`src/rtl/alu_writeback_stage_pkg.sv`:
```
// Shared definitions for the ALU writeback stage: condition codes, NZCV bit positions and FSM states.
// Decode reuses the same condition-code set.
package alu_writeback_stage_pkg;

    localparam logic [3:0] COND_EQ = 4'h0;
    localparam logic [3:0] COND_NE = 4'h1;
    localparam logic [3:0] COND_CS = 4'h2;
    localparam logic [3:0] COND_CC = 4'h3;
    localparam logic [3:0] COND_MI = 4'h4;
    localparam logic [3:0] COND_PL = 4'h5;
    localparam logic [3:0] COND_VS = 4'h6;
    localparam logic [3:0] COND_VC = 4'h7;
    localparam logic [3:0] COND_HI = 4'h8;
    localparam logic [3:0] COND_LS = 4'h9;
    localparam logic [3:0] COND_GE = 4'hA;
    localparam logic [3:0] COND_LT = 4'hB;
    localparam logic [3:0] COND_GT = 4'hC;
    localparam logic [3:0] COND_LE = 4'hD;
    localparam logic [3:0] COND_AL = 4'hE;
    localparam logic [3:0] COND_NV = 4'hF;

    localparam int NZCV_N = 3;
    localparam int NZCV_Z = 2;
    localparam int NZCV_C = 1;
    localparam int NZCV_V = 0;

    typedef enum logic [1:0] {
        ST_IDLE       = 2'd0,
        ST_WR_SINGLE  = 2'd1,
        ST_WR_LO_LONG = 2'd2,
        ST_WR_HI      = 2'd3
    } wb_state_e;

endpackage

```
`src/rtl/alu_writeback_stage_cond_check.sv`:
```
// Combinational ARMv4 condition-code evaluator: cond field plus {N,Z,C,V} gives pass/fail.
module alu_writeback_stage_cond_check
    import alu_writeback_stage_pkg::*;
(
    input  logic [3:0] cond,
    input  logic [3:0] nzcv,
    output logic       pass
);

    logic n_flag;
    logic z_flag;
    logic c_flag;
    logic v_flag;

    assign n_flag = nzcv[NZCV_N];
    assign z_flag = nzcv[NZCV_Z];
    assign c_flag = nzcv[NZCV_C];
    assign v_flag = nzcv[NZCV_V];

    always_comb begin
        pass = 1'b0;
        case (cond)
            COND_EQ: pass = z_flag;
            COND_NE: pass = !z_flag;
            COND_CS: pass = c_flag;
            COND_CC: pass = !c_flag;
            COND_MI: pass = n_flag;
            COND_PL: pass = !n_flag;
            COND_VS: pass = v_flag;
            COND_VC: pass = !v_flag;
            COND_HI: pass = c_flag && !z_flag;
            COND_LS: pass = !c_flag || z_flag;
            COND_GE: pass = (n_flag == v_flag);
            COND_LT: pass = (n_flag != v_flag);
            COND_GT: pass = !z_flag && (n_flag == v_flag);
            COND_LE: pass = z_flag || (n_flag != v_flag);
            COND_AL: pass = 1'b1;
            COND_NV: pass = 1'b0;
            default: pass = 1'b0;
        endcase
    end

endmodule

```
`src/rtl/alu_writeback_stage.sv`:
```
// Writeback stage after the ALU: condition check, flag update, register-file write (64b results
// retire as lo then hi), and saturating retired/squashed counters.
module alu_writeback_stage
    import alu_writeback_stage_pkg::*;
#(
    parameter int DATA_W = 32,
    parameter int REG_AW = 4,
    parameter int CNT_W  = 16
) (
    input  logic                clk,
    input  logic                reset,
    input  logic                in_valid,
    output logic                in_ready,
    input  logic [3:0]          in_cond,
    input  logic                in_set_flg,
    input  logic                in_wr_en,
    input  logic                in_long,
    input  logic [REG_AW-1:0]   in_rd_lo,
    input  logic [REG_AW-1:0]   in_rd_hi,
    input  logic [2*DATA_W-1:0] alu_out,
    input  logic [3:0]          alu_nzcv,
    output logic                wb_en,
    output logic [REG_AW-1:0]   wb_addr,
    output logic [DATA_W-1:0]   wb_data,
    output logic [3:0]          flags_q,
    output logic [CNT_W-1:0]    retired,
    output logic [CNT_W-1:0]    squashed
);

    wb_state_e           state_q,    state_d;
    logic [REG_AW-1:0]   wb_addr_q,  wb_addr_d;
    logic [DATA_W-1:0]   wb_data_q,  wb_data_d;
    logic [DATA_W-1:0]   hi_data_q,  hi_data_d;
    logic [REG_AW-1:0]   rd_hi_q,    rd_hi_d;
    logic [3:0]          flags_reg_q, flags_reg_d;
    logic [CNT_W-1:0]    retired_q,  retired_d;
    logic [CNT_W-1:0]    squashed_q, squashed_d;

    logic accept;
    logic cond_pass;

    alu_writeback_stage_cond_check u_cond_check (
        .cond (in_cond),
        .nzcv (flags_reg_q),
        .pass (cond_pass)
    );

    assign in_ready = (state_q != ST_WR_LO_LONG);
    assign accept   = in_valid && in_ready;

    always_comb begin
        state_d     = ST_IDLE;
        wb_addr_d   = wb_addr_q;
        wb_data_d   = wb_data_q;
        hi_data_d   = hi_data_q;
        rd_hi_d     = rd_hi_q;
        flags_reg_d = flags_reg_q;
        retired_d   = retired_q;
        squashed_d  = squashed_q;

        if (state_q == ST_WR_LO_LONG) begin
            // Second beat of a long result: nothing can be accepted this cycle.
            state_d   = ST_WR_HI;
            wb_addr_d = rd_hi_q;
            wb_data_d = hi_data_q;
        end else if (accept) begin
            if (cond_pass) begin
                if (retired_q != {CNT_W{1'b1}}) begin
                    retired_d = retired_q + CNT_W'(1);
                end
                if (in_set_flg) begin
                    flags_reg_d = alu_nzcv;
                end
                if (in_wr_en) begin
                    state_d   = in_long ? ST_WR_LO_LONG : ST_WR_SINGLE;
                    wb_addr_d = in_rd_lo;
                    wb_data_d = alu_out[DATA_W-1:0];
                    if (in_long) begin
                        hi_data_d = alu_out[2*DATA_W-1:DATA_W];
                        rd_hi_d   = in_rd_hi;
                    end
                end
            end else if (squashed_q != {CNT_W{1'b1}}) begin
                squashed_d = squashed_q + CNT_W'(1);
            end
        end
    end

    always_ff @(posedge clk) begin
        if (reset) begin
            state_q     <= ST_IDLE;
            wb_addr_q   <= '0;
            wb_data_q   <= '0;
            hi_data_q   <= '0;
            rd_hi_q     <= '0;
            flags_reg_q <= 4'b0000;
            retired_q   <= '0;
            squashed_q  <= '0;
        end else begin
            state_q     <= state_d;
            wb_addr_q   <= wb_addr_d;
            wb_data_q   <= wb_data_d;
            hi_data_q   <= hi_data_d;
            rd_hi_q     <= rd_hi_d;
            flags_reg_q <= flags_reg_d;
            retired_q   <= retired_d;
            squashed_q  <= squashed_d;
        end
    end

    assign wb_en    = (state_q != ST_IDLE);
    assign wb_addr  = wb_addr_q;
    assign wb_data  = wb_data_q;
    assign flags_q  = flags_reg_q;
    assign retired  = retired_q;
    assign squashed = squashed_q;

endmodule

```
`config.mk`:
```
export PLATFORM = sky130hd
export DESIGN_NAME = alu_writeback_stage
export DESIGN_NICKNAME = d
export VERILOG_FILES = /design/src/rtl/alu_writeback_stage_pkg.sv /design/src/rtl/alu_writeback_stage_cond_check.sv /design/src/rtl/alu_writeback_stage.sv
export SDC_FILE = /design/constraint.sdc
export NUM_CORES = 1
export LEC_CHECK = 0
export ABC_AREA = 1
export CAP_MARGIN = 20
export CORE_MARGIN = 5
export CORE_UTILIZATION = 47
export CTS_CLUSTER_SIZE = 40
export DETAILED_ROUTE_END_ITERATION = 10
export GPL_TIMING_DRIVEN = 0
export PLACE_DENSITY_LB_ADDON = 0.08
export SYNTH_ARGS = -nofsm -noshare
export SYNTH_HDL_FRONTEND = slang
export SYNTH_HIERARCHICAL = 1
export SYNTH_SLANG_ARGS = --single-unit
```
`constraint.sdc`:
```
create_clock -name clk -period 2.1 [get_ports clk]
set_input_delay 0.42 -clock clk [delete_from_list [all_inputs] [get_ports clk]]
set_output_delay 0.42 -clock clk [all_outputs]
set_load 0.02 [all_outputs]
```
After elaboration in Yosys (flattened, before gate mapping)
Index checks and enable logic that the tools add are counted.
- memories kept: 0
- output and inout port bits: 74
- word-level logic and storage cells: 66
- flip-flop bits (word level): 110
- RAM bits: 0
- input port bits: 86
- bits in latches: 0
- bits in read-only memories: 0
- shift operators: 0
- equality and inequality tests: 21
- muxes and demuxes: 14
- magnitude comparators: 0
- multiply operators: 0
- div/mod/pow operators: 0
- reductions and logical operators: 19
- bitwise operators: 2
- add/sub/neg operators: 2
- operators with widths (kind ; number):
    2-to-1 mux 32 bit ; 4
    adder 16 x 1 -> 16 bit, second input constant ; 2
    equality test 4 bit, second input constant ; 8
    != test 16 bit, second input constant ; 2
    equality test 4 x 3 -> 1 bit, second input constant ; 4
    2-to-1 mux 4 bit ; 4
    one-hot mux 1 bit (16 select lines) ; 1
    AND reduction 4 bit ; 3
    2-to-1 mux 2 bit ; 5
    equality test 4 x 2 -> 1 bit, second input constant ; 2
    nonzero test 2 bit ; 4
    AND reduction 5 bit ; 1
    equality test 4 x 1 -> 1 bit, second input constant ; 1
    logical NOT 1 bit ; 4
    logical NOT 4 bit ; 1
    logical AND 1 bit ; 3
    AND reduction 3 bit ; 1
    equality test 2 bit, second input constant ; 1
    logical OR 1 bit ; 2
    != test 2 bit, second input constant ; 1
    inverter 1 bit ; 2
    equality test 1 bit ; 1
    != test 1 bit ; 1

Longest topological paths before layout
Gate-level depths: netlist (run 1).
- depth in word-level cells: 6
- depth in mapped cells: 18
- mapped depth without buffers: 18

Modules after synthesis
The synthesis (run 1) kept the hierarchy.
- modules (own cells, without submodules) (module ; area each (µm²) ; cells each ; instances ; seq. area each (µm²)):
    alu_writeback_stage ; 4879.7 ; 709 ; 1 ; 2202.1
    alu_writeback_stage_cond_check ; 205.2 ; 45 ; 1 ; 0.0

Least setup slack after synthesis (run 1)
Ideal clock, no wire load.
- kind: reg2reg
- start point: register flags_reg_q[3], in the netlist flags_q[3]
- end point: register squashed_q[7], in the netlist squashed[7]
- required time: 1985 ps
- cell stages (with the launch flop): 18
- slack: 69 ps
- arrival: 1916 ps
- buffers on the path: 0
- cell sequence: dfxtp_1 > inv_1 > nand2_1 > nand2_1 > nand3_1 > nand2_1 > nand2_1 > nand3_1 > nand2_1 > nand3_2 > inv_1 > nand2_1 > nor2_1 > nand2_1 > nor2_1 > nand3_1 > nand2_1 > nor2_1
- longest elaborated chain between the ends: 5
- elaborated cells between the ends (all ways): 8
- those cells by class: eq/ne: 2; mux: 1; bitwise: 1; reduce/logical: 4
- ends and longest elaborated chain (item ; RTL line ; RTL):
    start, declared ; alu_writeback_stage.sv:35 ; logic [3:0] flags_reg_q, flags_reg_d;
    start signal, assigned ; alu_writeback_stage.sv:105 ; flags_reg_q <= flags_reg_d;
    != test 1 bit / equality test 1 bit (equally long branches) ; -- ;
    logical OR 1 bit / logical AND 1 bit (equally long branches) ; alu_writeback_stage_cond_check.sv:36, alu_writeback_stage_cond_check.sv:35 ;
    one-hot mux 1 bit (16 select lines) * ; alu_writeback_stage_cond_check.sv:22 ; case (cond)
    via cond_pass ; alu_writeback_stage.sv:40 ; logic cond_pass;
    inverter 1 bit (no line) * ; -- ;
    AND reduction 4 bit (no line) * ; -- ;
    end signal, assigned ; alu_writeback_stage.sv:107 ; squashed_q <= squashed_d;
    end, declared ; alu_writeback_stage.sv:37 ; logic [CNT_W-1:0] squashed_q, squashed_d;
Mark *: on every way through the listed nets, which the timed path passes. The rest lies on a longest branch.
A chain may end at the register's enable or synchronous reset.

Final worst setup path (run 1)
- start point: input port in_cond[2]
- end point: register retired_q[5], in the netlist retired[5]
- longest elaborated chain between the ends: 3
- elaborated cells between the ends (all ways): 18
- those cells by class: eq/ne: 15; mux: 1; reduce/logical: 2
- ends and longest elaborated chain (item ; RTL line ; RTL):
    start, declared ; alu_writeback_stage.sv:14 ; input logic [3:0] in_cond,
    equality test 4 bit (tied with other cells) ; alu_writeback_stage_cond_check.sv:22 ;
    one-hot mux 1 bit (16 select lines) * ; alu_writeback_stage_cond_check.sv:22 ;
    via cond_pass ; alu_writeback_stage.sv:40 ;
    AND reduction 4 bit (no line) * ; -- ;
    end signal, assigned ; alu_writeback_stage.sv:106 ; retired_q <= retired_d;
    end, declared ; alu_writeback_stage.sv:36 ; logic [CNT_W-1:0] retired_q, retired_d;
Marked as above.

==> run summary, run 1 <==
The count of antenna diodes in the layout came out at 0. The compound-cell area share of the yosys netlist came out at 0.150. The synthesized design contains 0 enable-type register cells. Using the TritonRoute via totals, the vias-per-cell ratio works out to 5.23. Counting distinct cell types in the post-synthesis netlist gives 28. Mux contribution to synthesized area: 0.

The max-capacitance violation count was 0; the fraction of the cycle the final worst path needs was 0.978. The final number of max-transition violations was 0. After synthesis, the mean cell area works out to 6.74 um^2. Traced cell by cell, the critical path runs through dlygate4sd2_1 > inv_2 > nor2_1 > o211ai_1 > nand3_1 > nor2_2 > nand3_4 > clkinvlp_4 > nor2_8 > buf_6 > nand2_2 > buf_6 > nand2_1 > a21oi_2.

Setup violations remaining at the end of the flow were counted as 0. The growth of design area from synthesis to finish works out to 42.6%. The weighted congestion reported at the end of routability-driven placement was 0.865; the clock latency reported for the late side of the worst-skew pair was 0.37 ns.

The share of the synthesized area in the top cell type is 0.433. Routed wirelength normalized by instance count: 14.6 um. The kind of path behind the tightest hold check was register to register. The clock network power share came out at 0.270.

The HPWL after detailed placement is 11500 um. The fraction of layout instances using a drive strength above 1 works out to 0.107. The overall routed net length was 15600 um. The synthesized design spends more area on one cell type than any other, namely sky130_fd_sc_hd__dfxtp_1. Across all layers, the routed design uses 5603 vias.

After global routing the overflow that remains totals 0. The start point of the critical path is in_cond[2]. The mapped netlist covers 0.00508 mm^2. The detail route stage leaves a number of antenna-violating nets equal to 0. The die is 114 um wide. For the required time at the worst-slack endpoint, the log shows 2.34 ns. The first global-routing pass estimated 25200 um of wire. The final instance count without filler cells came out at 1071. The tools report the reg-to-reg critical path startpoint as flags_q[0]. Fill cells in the final layout number 941. The number of clock buffers added by TritonCTS is 9.

Relative slew slack: 0.631. Entering global routing, the biggest net connects 18 pins. The net count of the finished layout is 1016. For this run, the leading register cell type out of synthesis is sky130_fd_sc_hd__dfxtp_1. The tools report the fmax as 487 MHz. In this run the power spent charging and discharging nets is 0.00129 W.

The tools report the number of global-route vias before repair as 5371. Most prevalent standard cell on the critical path: sky130_fd_sc_hd__buf_6. For this run, the slowest stage of the critical path takes 0.31 ns. By count the netlist is led by sky130_fd_sc_hd__nand2_1 (200), sky130_fd_sc_hd__nor2_1 (143), sky130_fd_sc_hd__dfxtp_1 (110). By area the synthesized netlist is led by sky130_fd_sc_hd__dfxtp_1 (43%), sky130_fd_sc_hd__nand2_1 (15%), sky130_fd_sc_hd__nor2_1 (11%). The worst setup path is captured at a register. STA puts the critical path data arrival time at 2.29 ns. The worst hold path startpoint was hi_data_q[17].

The simple-gate area share of the yosys netlist is 0.333. VDD sags by at most 516 uV. The tools report the DRC violation total after the first TritonRoute iteration as 347. Internal power comes to 0.00310 W.

The tree built by TritonCTS fans out to 110 sinks. After detailed placement, the design holds a cell count of 1052. For the pin with the worst max-slew slack, the measured transition is 0.553 ns. The first TritonRoute pass finished after 5 iterations. Row generation in the floorplan step produced 38 rows.

Setup repair after global routing could not meet its margin everywhere. The sequential fraction of the synthesis area is 0.433, and the share of async-settable or async-resettable flops after synthesis is 0. The DRC violations left is 0. For the number of primary I/O pins, the log shows 160.

The largest individual stage delay along the critical path comes from the cell sky130_fd_sc_hd__dlygate4sd2_1. After clock tree synthesis, the clock-pin slew on the worst setup and hold paths is 0.10 ns. The starting density of the core was 0.475. TritonCTS built the clock tree. In this run the deepest clock path goes through 2 buffers. CTS root buffer: sky130_fd_sc_hd__clkbuf_8.

The run gives 6 as the number of synthesis warnings. The tools report the number of hold violations in the final report as 0. Synthesis inferred 110 register bits.

The tools report the die area as 0.0130 mm^2. In this run the number of H-tree levels came out at 3. The leakage component of the power came out at 2.92 nW. The worst setup path is launched from an input port. The kind of critical path was input port to register.

The part of the power in registers was 0.518; the number of buffers added to fix hold violations after cts was 0. Across the routed clock network, the largest skew measured is 0.00914 ns. The combinational family with the most area after synthesis was simple AND/OR/NAND/NOR gates. The worst slack on hold paths is 0.484 ns, and the adder-cell share of the synthesized area is 0.00492. The switching part of the total is 0.294.

When the netlist entered floorplanning its net count stood at 842. The power per cell area is 606 mW/mm^2. The maximum fanout along the worst path was 10; the area inside the core boundary was 0.0107 mm^2.

Port buffer count: 158. The flow ran to the end, and the final reports show no timing, DRC or antenna violations. Among cell families on the critical path, the largest total delay comes from buffers and inverters. Measured along the y axis, the die boundary spans 114 um. Synthesis produced a netlist whose cell count is 754. The minimum clock period is 2.05 ns. Yosys instantiated no cell more often than sky130_fd_sc_hd__nand2_1. The critical path contains buffers and inverters numbering 5 combined. The combinational share of power was 0.212. The tools report the initial antenna violation count as 0. The overall global routing resource usage was 0.236; the xor-xnor portion of the synthesized cell area was 0.0138.
==> cell families after synthesis <==
group,Yosys count
AO/OA/AOI/OAI,142
XOR/XNOR,8
AND/OR/NAND/NOR,410
adder cells (fa/ha/maj),2
flip-flops,110
buffers and inverters,82
==> tightest hold or removal path, stage by stage (launching register included) <==
cell	delay (ns)
sky130_fd_sc_hd__dfxtp_1	0.32
sky130_fd_sc_hd__nand2_1	0.06
sky130_fd_sc_hd__a31oi_1	0.07
==> sequential cells by signal, summed over array words and instances (netlist names) <==
signal	cells
flags_q	4
retired	16
hi_data_q	32
wb_addr	4
state_q	2
rd_hi_q	4
squashed	16
wb_data	32
==> stage by stage <==
step | utilization | power (W) | TNS (ns) | area (um^2) | setup WS (ns)
floorplan | - | 0.00274 | 0 | 5080 | 0.0690
CTS | 0.664 | 0.00438 | 0 | 7100 | 0.000646
finish | 0.678 | 0.00439 | 0 | 7250 | 0.0458
global route | 0.678 | 0.00458 | -0.436 | 7250 | -0.0566
detailed placement | 0.640 | 0.00319 | -69.04 | 6840 | -0.850
global placement | 0.640 | 0.00317 | -57.78 | 6840 | -0.737
==> metal layers <==
metal / track usage / part of all wire
met1: 0.273 / 0.40
met2: 0.416 / 0.50
met3: 0.0695 / 0.078
met4: 0.0823 / 0.022
met5: 0 / 0
==> cells in the final DEF, fill, tap and decap left out, types with 6 or more instances in the layout <==
| cell | synthesis | final |
|---|---|---|
| sky130_fd_sc_hd__nand2_1 | 200 | 189 |
| sky130_fd_sc_hd__clkdlybuf4s50_1 | 0 | 153 |
| sky130_fd_sc_hd__nor2_1 | 143 | 138 |
| sky130_fd_sc_hd__dfxtp_1 | 110 | 106 |
| sky130_fd_sc_hd__o21ai_0 | 73 | 73 |
| sky130_fd_sc_hd__a31oi_1 | 36 | 36 |
| sky130_fd_sc_hd__nand3_1 | 41 | 36 |
| sky130_fd_sc_hd__inv_1 | 38 | 34 |
| sky130_fd_sc_hd__a21oi_1 | 25 | 23 |
| sky130_fd_sc_hd__clkbuf_1 | 23 | 14 |
| sky130_fd_sc_hd__nand2_2 | 2 | 10 |
| sky130_fd_sc_hd__clkbuf_8 | 0 | 10 |
| sky130_fd_sc_hd__buf_2 | 13 | 9 |
| sky130_fd_sc_hd__inv_2 | 6 | 8 |
| sky130_fd_sc_hd__clkbuf_2 | 0 | 8 |
| sky130_fd_sc_hd__nor2_4 | 1 | 7 |
| sky130_fd_sc_hd__xor2_1 | 7 | 7 |
| sky130_fd_sc_hd__nor2_2 | 7 | 6 |
| sky130_fd_sc_hd__buf_6 | 1 | 6 |
| sky130_fd_sc_hd__buf_4 | 0 | 6 |
| sky130_fd_sc_hd__nand4_1 | 6 | 6 |
==> final cells by class <==
class                           count  area (um^2)  area share
Multi-Input combinational cell    562         2700       0.372
Sequential cell                   110         2210       0.305
Timing Repair Buffer              163         1620       0.223
Buffer                             37          203      0.0280
Inverter                           45          175      0.0242
Tap cell                          140          175      0.0242
Clock buffer                       10          138      0.0190
Clock inverter                      4         31.3     0.00431
==> final timing paths <==
| check | endpoint | slack (ns) | cells past startpoint |
|---|---|---|---|
| max | retired[5] | 0.05 | 14 |
| max reg2reg | retired[5] | 0.09 | 16 |
| min | wb_data[17] | 0.48 | 2 |
| min reg2reg | wb_data[17] | 0.48 | 2 |
==> power by group through the flow <==
stage,Sequential [W],Combinational [W],Clock [W]
4_1_cts,0.00228,0.000900,0.00120
5_1_grt,0.00229,0.00101,0.00128
3_3_place_gp,0.00232,0.000851,0
6_report,0.00228,0.000933,0.00119
3_5_place_dp,0.00232,0.000868,0
2_1_floorplan,0.00241,0.000327,0
==> repair_timing <==
item / 4_1_cts / 5_1_grt
pin swaps: 5 / 9
endpoints found under the setup margin: 105 / 101
buffers inserted: 3 / 1
resized for setup: 34 / 49
gates cloned: 0 / 1
Note: power is estimated with default switching activity, not from simulation.
==> run 2: changes to the inputs <==
- CTS_CLUSTER_DIAMETER: not set -> 50
==> results of run 2 <==
No change in the layout: final DEF, timing and power equal those of run 1.
==> run 3: changes to the inputs <==
- GPL_TIMING_DRIVEN: 0 -> not set
- PLACE_DENSITY_LB_ADDON: 0.08 -> 0.3
==> run 3 against run 2 <==
  * Wire length down 9.6%
  * Critical path depth decreased by 11
  * Clock-buffer cell count stayed put
  * Die area unchanged
==> run summary, run 3 (synthesis gave the netlist of run 1 again) <==
The routed wirelength normalized by instance count is 13.3 um (-8.8%), and the initial antenna violation count is 0 (unchanged). The total global routing overflow is 0 (unchanged). The post-placement cell count is 1044 (-0.76%). The worst setup margin is 0.103 ns (+0.0572 ns). The run gives 1062 (-0.84%) as the final instance count without filler cells. The number of hold violations in the final report is 0 (unchanged), and the detailed-route via count is 5322 (-5.0%). Routed signal wires occupy layers up through met4. The weighted congestion reported at the end of routability-driven placement came out at 0.848 (-2.0%). HPWL reported at the end of detailed placement: 10100 um (-12%). The run gives 110 (unchanged) as the number of sinks driven by the clock tree. The critical path in this run is classified as register to output pin. In the layout the commonest cells are sky130_fd_sc_hd__nand2_1 (196), sky130_fd_sc_hd__clkdlybuf4s50_1 (155), sky130_fd_sc_hd__nor2_1 (136).

The number of stages on the worst hold path is 2 (unchanged). The overall routed net length is 14100 um (-9.6%). The die span in x is 114 um (unchanged), and the number of primary I/O pins is 160 (unchanged). The cell count of the worst reg-to-reg path is 17 (+1), and the fraction of the cycle the final worst path needs is 0.951 (-0.0272).

The average vias per placed instance was 5.01 (-4.2%); the routed metal-1 wirelength was 6050 um (-3.8%). The power per cell area came out at 623 mW/mm^2 (+2.8%). The number of placement rows is 38 (unchanged). The leakage component of the power came out at 2.95 nW (+1.1%). The largest individual stage delay along the critical path comes from the cell sky130_fd_sc_hd__clkdlybuf4s50_1. The overall global routing resource usage is 0.213 (-0.0236). The tools report the CTS root buffer as sky130_fd_sc_hd__clkbuf_8. The library cell used most frequently in the layout, excluding fill and tap cells, is sky130_fd_sc_hd__nand2_1. The remaining antenna violation count is 0 (unchanged). The signal on the critical path passes through inv_2 > nand2_4 > clkdlybuf4s50_1. The tools report the DRC violation total after the first TritonRoute iteration as 342 (-1.4%).

The maximum fanout along the worst path was 5 (-5); the maximum level of the CTS H-tree was 3 (unchanged). The clock input transition at the sequential cells of the worst setup and hold paths came out at 0.11 ns (about the same). TritonCTS built the clock tree. The tools report the startpoint kind of the worst setup timing path as a register. The worst setup skew after layout was 0.0108 ns (+0.00163 ns). The area inside the core boundary was 0.0107 mm^2 (unchanged). The run gives 23000 um (-8.6%) as the first-pass GRT wire length. The tools report the count of antenna diodes in the layout as 0 (unchanged).

The tools report the worst slack after detailed placement as -0.461 ns (+0.389 ns). The transition time of the tightest slew-check pin is 0.452 ns (-0.102 ns). The required time at the worst-slack endpoint is 1.68 ns (-0.66 ns), and the worst slack on hold paths is 0.477 ns (-0.00686 ns). The critical path depth in cells was 3 (-11). The port buffer count works out to 159 (+0.63%). The fraction of layout instances using a drive strength above 1 works out to 0.0944 (-0.0131). Number of iterations in the first detailed-routing pass: 5 (unchanged). The routed wire length on met2 is 6680 um (-14%). The combined buffer and inverter count along the critical path was 2 (-3). The tools report the final net count as 1005 (-1.1%).

The DRC violations left was 0 (unchanged); the y dimension of the die was 114 um (unchanged). Cell class contributing the biggest share of worst-path delay: buffers and inverters. The final number of max-transition violations is 0 (unchanged).

The worst voltage drop across the vdd grid is 449 uV (-13%). The logs give 0.475 (unchanged) for the starting density of the core and 1220 um (+0.66%) for the total met3 wirelength after detailed routing. The fmax came out at 501 MHz (+2.9%). The number of buffers inserted during clock tree synthesis is 9 (unchanged), and the max-capacitance violation count is 0 (unchanged). In this run the worst hold path is classified as register to register. Number of global-route vias before repair: 5023 (-6.5%).

The logs give 39 (+21) for the pin count of the biggest net entering global routing and 0 (unchanged) for the number of failing setup endpoints in the final timing report. The largest stage delay on the critical path is 0.66 ns (+0.35 ns). The clock latency reported for the late side of the worst-skew pair is 0.35 ns (-0.02 ns). Maximum buffer depth of the clock tree: 2 (unchanged). For the layout filler cell count, the log shows 975 (+3.6%).

The run finished with clean final reports. The relative slew slack is 0.698 (+0.0671). For the power after layout, the log shows 0.00453 W (+3.2%). Relative to the synthesized area, the layout overhead comes to 43.2%.

The worst setup path is captured at an output pin. The final standard cell utilization of the core is 0.680 (+0.00257), and the data arrival time of the critical path is 1.58 ns (-0.71 ns). The tools report the die area as 0.0130 mm^2 (unchanged).

The minimum clock period was 2.00 ns (-0.0572 ns).
run 3: cell count changes in the layout (fill, tap and decap cells not counted), moves of 3 or more:
cell / previous run / this run
sky130_fd_sc_hd__buf_6: 6 / 1
sky130_fd_sc_hd__nor2_4: 7 / 4
sky130_fd_sc_hd__nand3_1: 36 / 40
sky130_fd_sc_hd__nand2_2: 10 / 5
sky130_fd_sc_hd__clkbuf_1: 14 / 1
sky130_fd_sc_hd__buf_2: 9 / 0
sky130_fd_sc_hd__clkbuf_2: 8 / 0
sky130_fd_sc_hd__nor2_2: 6 / 11
sky130_fd_sc_hd__nand2_1: 189 / 196
sky130_fd_sc_hd__buf_12: 0 / 5
sky130_fd_sc_hd__buf_4: 6 / 23
run 3: through the flow:
stage                     cell area, um^2  setup TNS [ns]
final                                7280               0
after global routing                 7280         -0.0178
after CTS                            7180               0
after detailed placement             6980          -41.81
after global placement               6980          -37.70
after floorplan                      5080               0
run 3: area by class of cell:
class	instances	area, um^2	share of cell area
multi-input cells	562	2610	0.359
clock inverters	6	78.8	0.0108
well taps	140	175	0.0241
clock buffers	10	128	0.0175
inverters	45	169	0.0232
flip-flops and latches	110	2210	0.304
repair buffers	189	1900	0.261
run 3: worst min-delay path, cell delays in order, from the launching register on:
cell and delay (ns):
sky130_fd_sc_hd__dfxtp_1 0.32, sky130_fd_sc_hd__nand2_1 0.06, sky130_fd_sc_hd__a31oi_1 0.07
run 3: final timing paths:
kind	from	slack [ns]	end
max	state_q[0]	0.10	in_ready
min reg2reg	hi_data_q[24]	0.48	wb_data[24]
max reg2reg	flags_q[0]	0.18	squashed[15]
min	hi_data_q[24]	0.48	wb_data[24]
run 3: power by group:
group | switching [W] | total (W) | internal (W)
Combinational | 0.000464 | 0.000933 | 0.000469
Sequential | 0.0000677 | 0.00227 | 0.00220
Clock | 0.000756 | 0.00134 | 0.000579
Total | 0.00129 | 0.00453 | 0.00325
run 3: what timing repair did:
| action | 4_1_cts | 5_1_grt |
|---|---|---|
| resized for setup | 3 | 25 |
| setup endpoints to repair | 83 | 101 |
| gates cloned | 0 | 1 |
| pin swaps | 1 | 3 |
| hold endpoints to repair | 0 | 0 |
| setup buffers | 0 | 1 |
| hold buffers | 0 | 0 |
run 3: per-layer routing:
| metal | vias to the layer above | track usage |
|---|---|---|
| met4 | 0 | 0.0475 |
| met2 | 171 | 0.354 |
| met1 | 2372 | 0.270 |
| met3 | 10 | 0.0684 |
| li1 | 2769 | - |
| met5 | - | 0 |
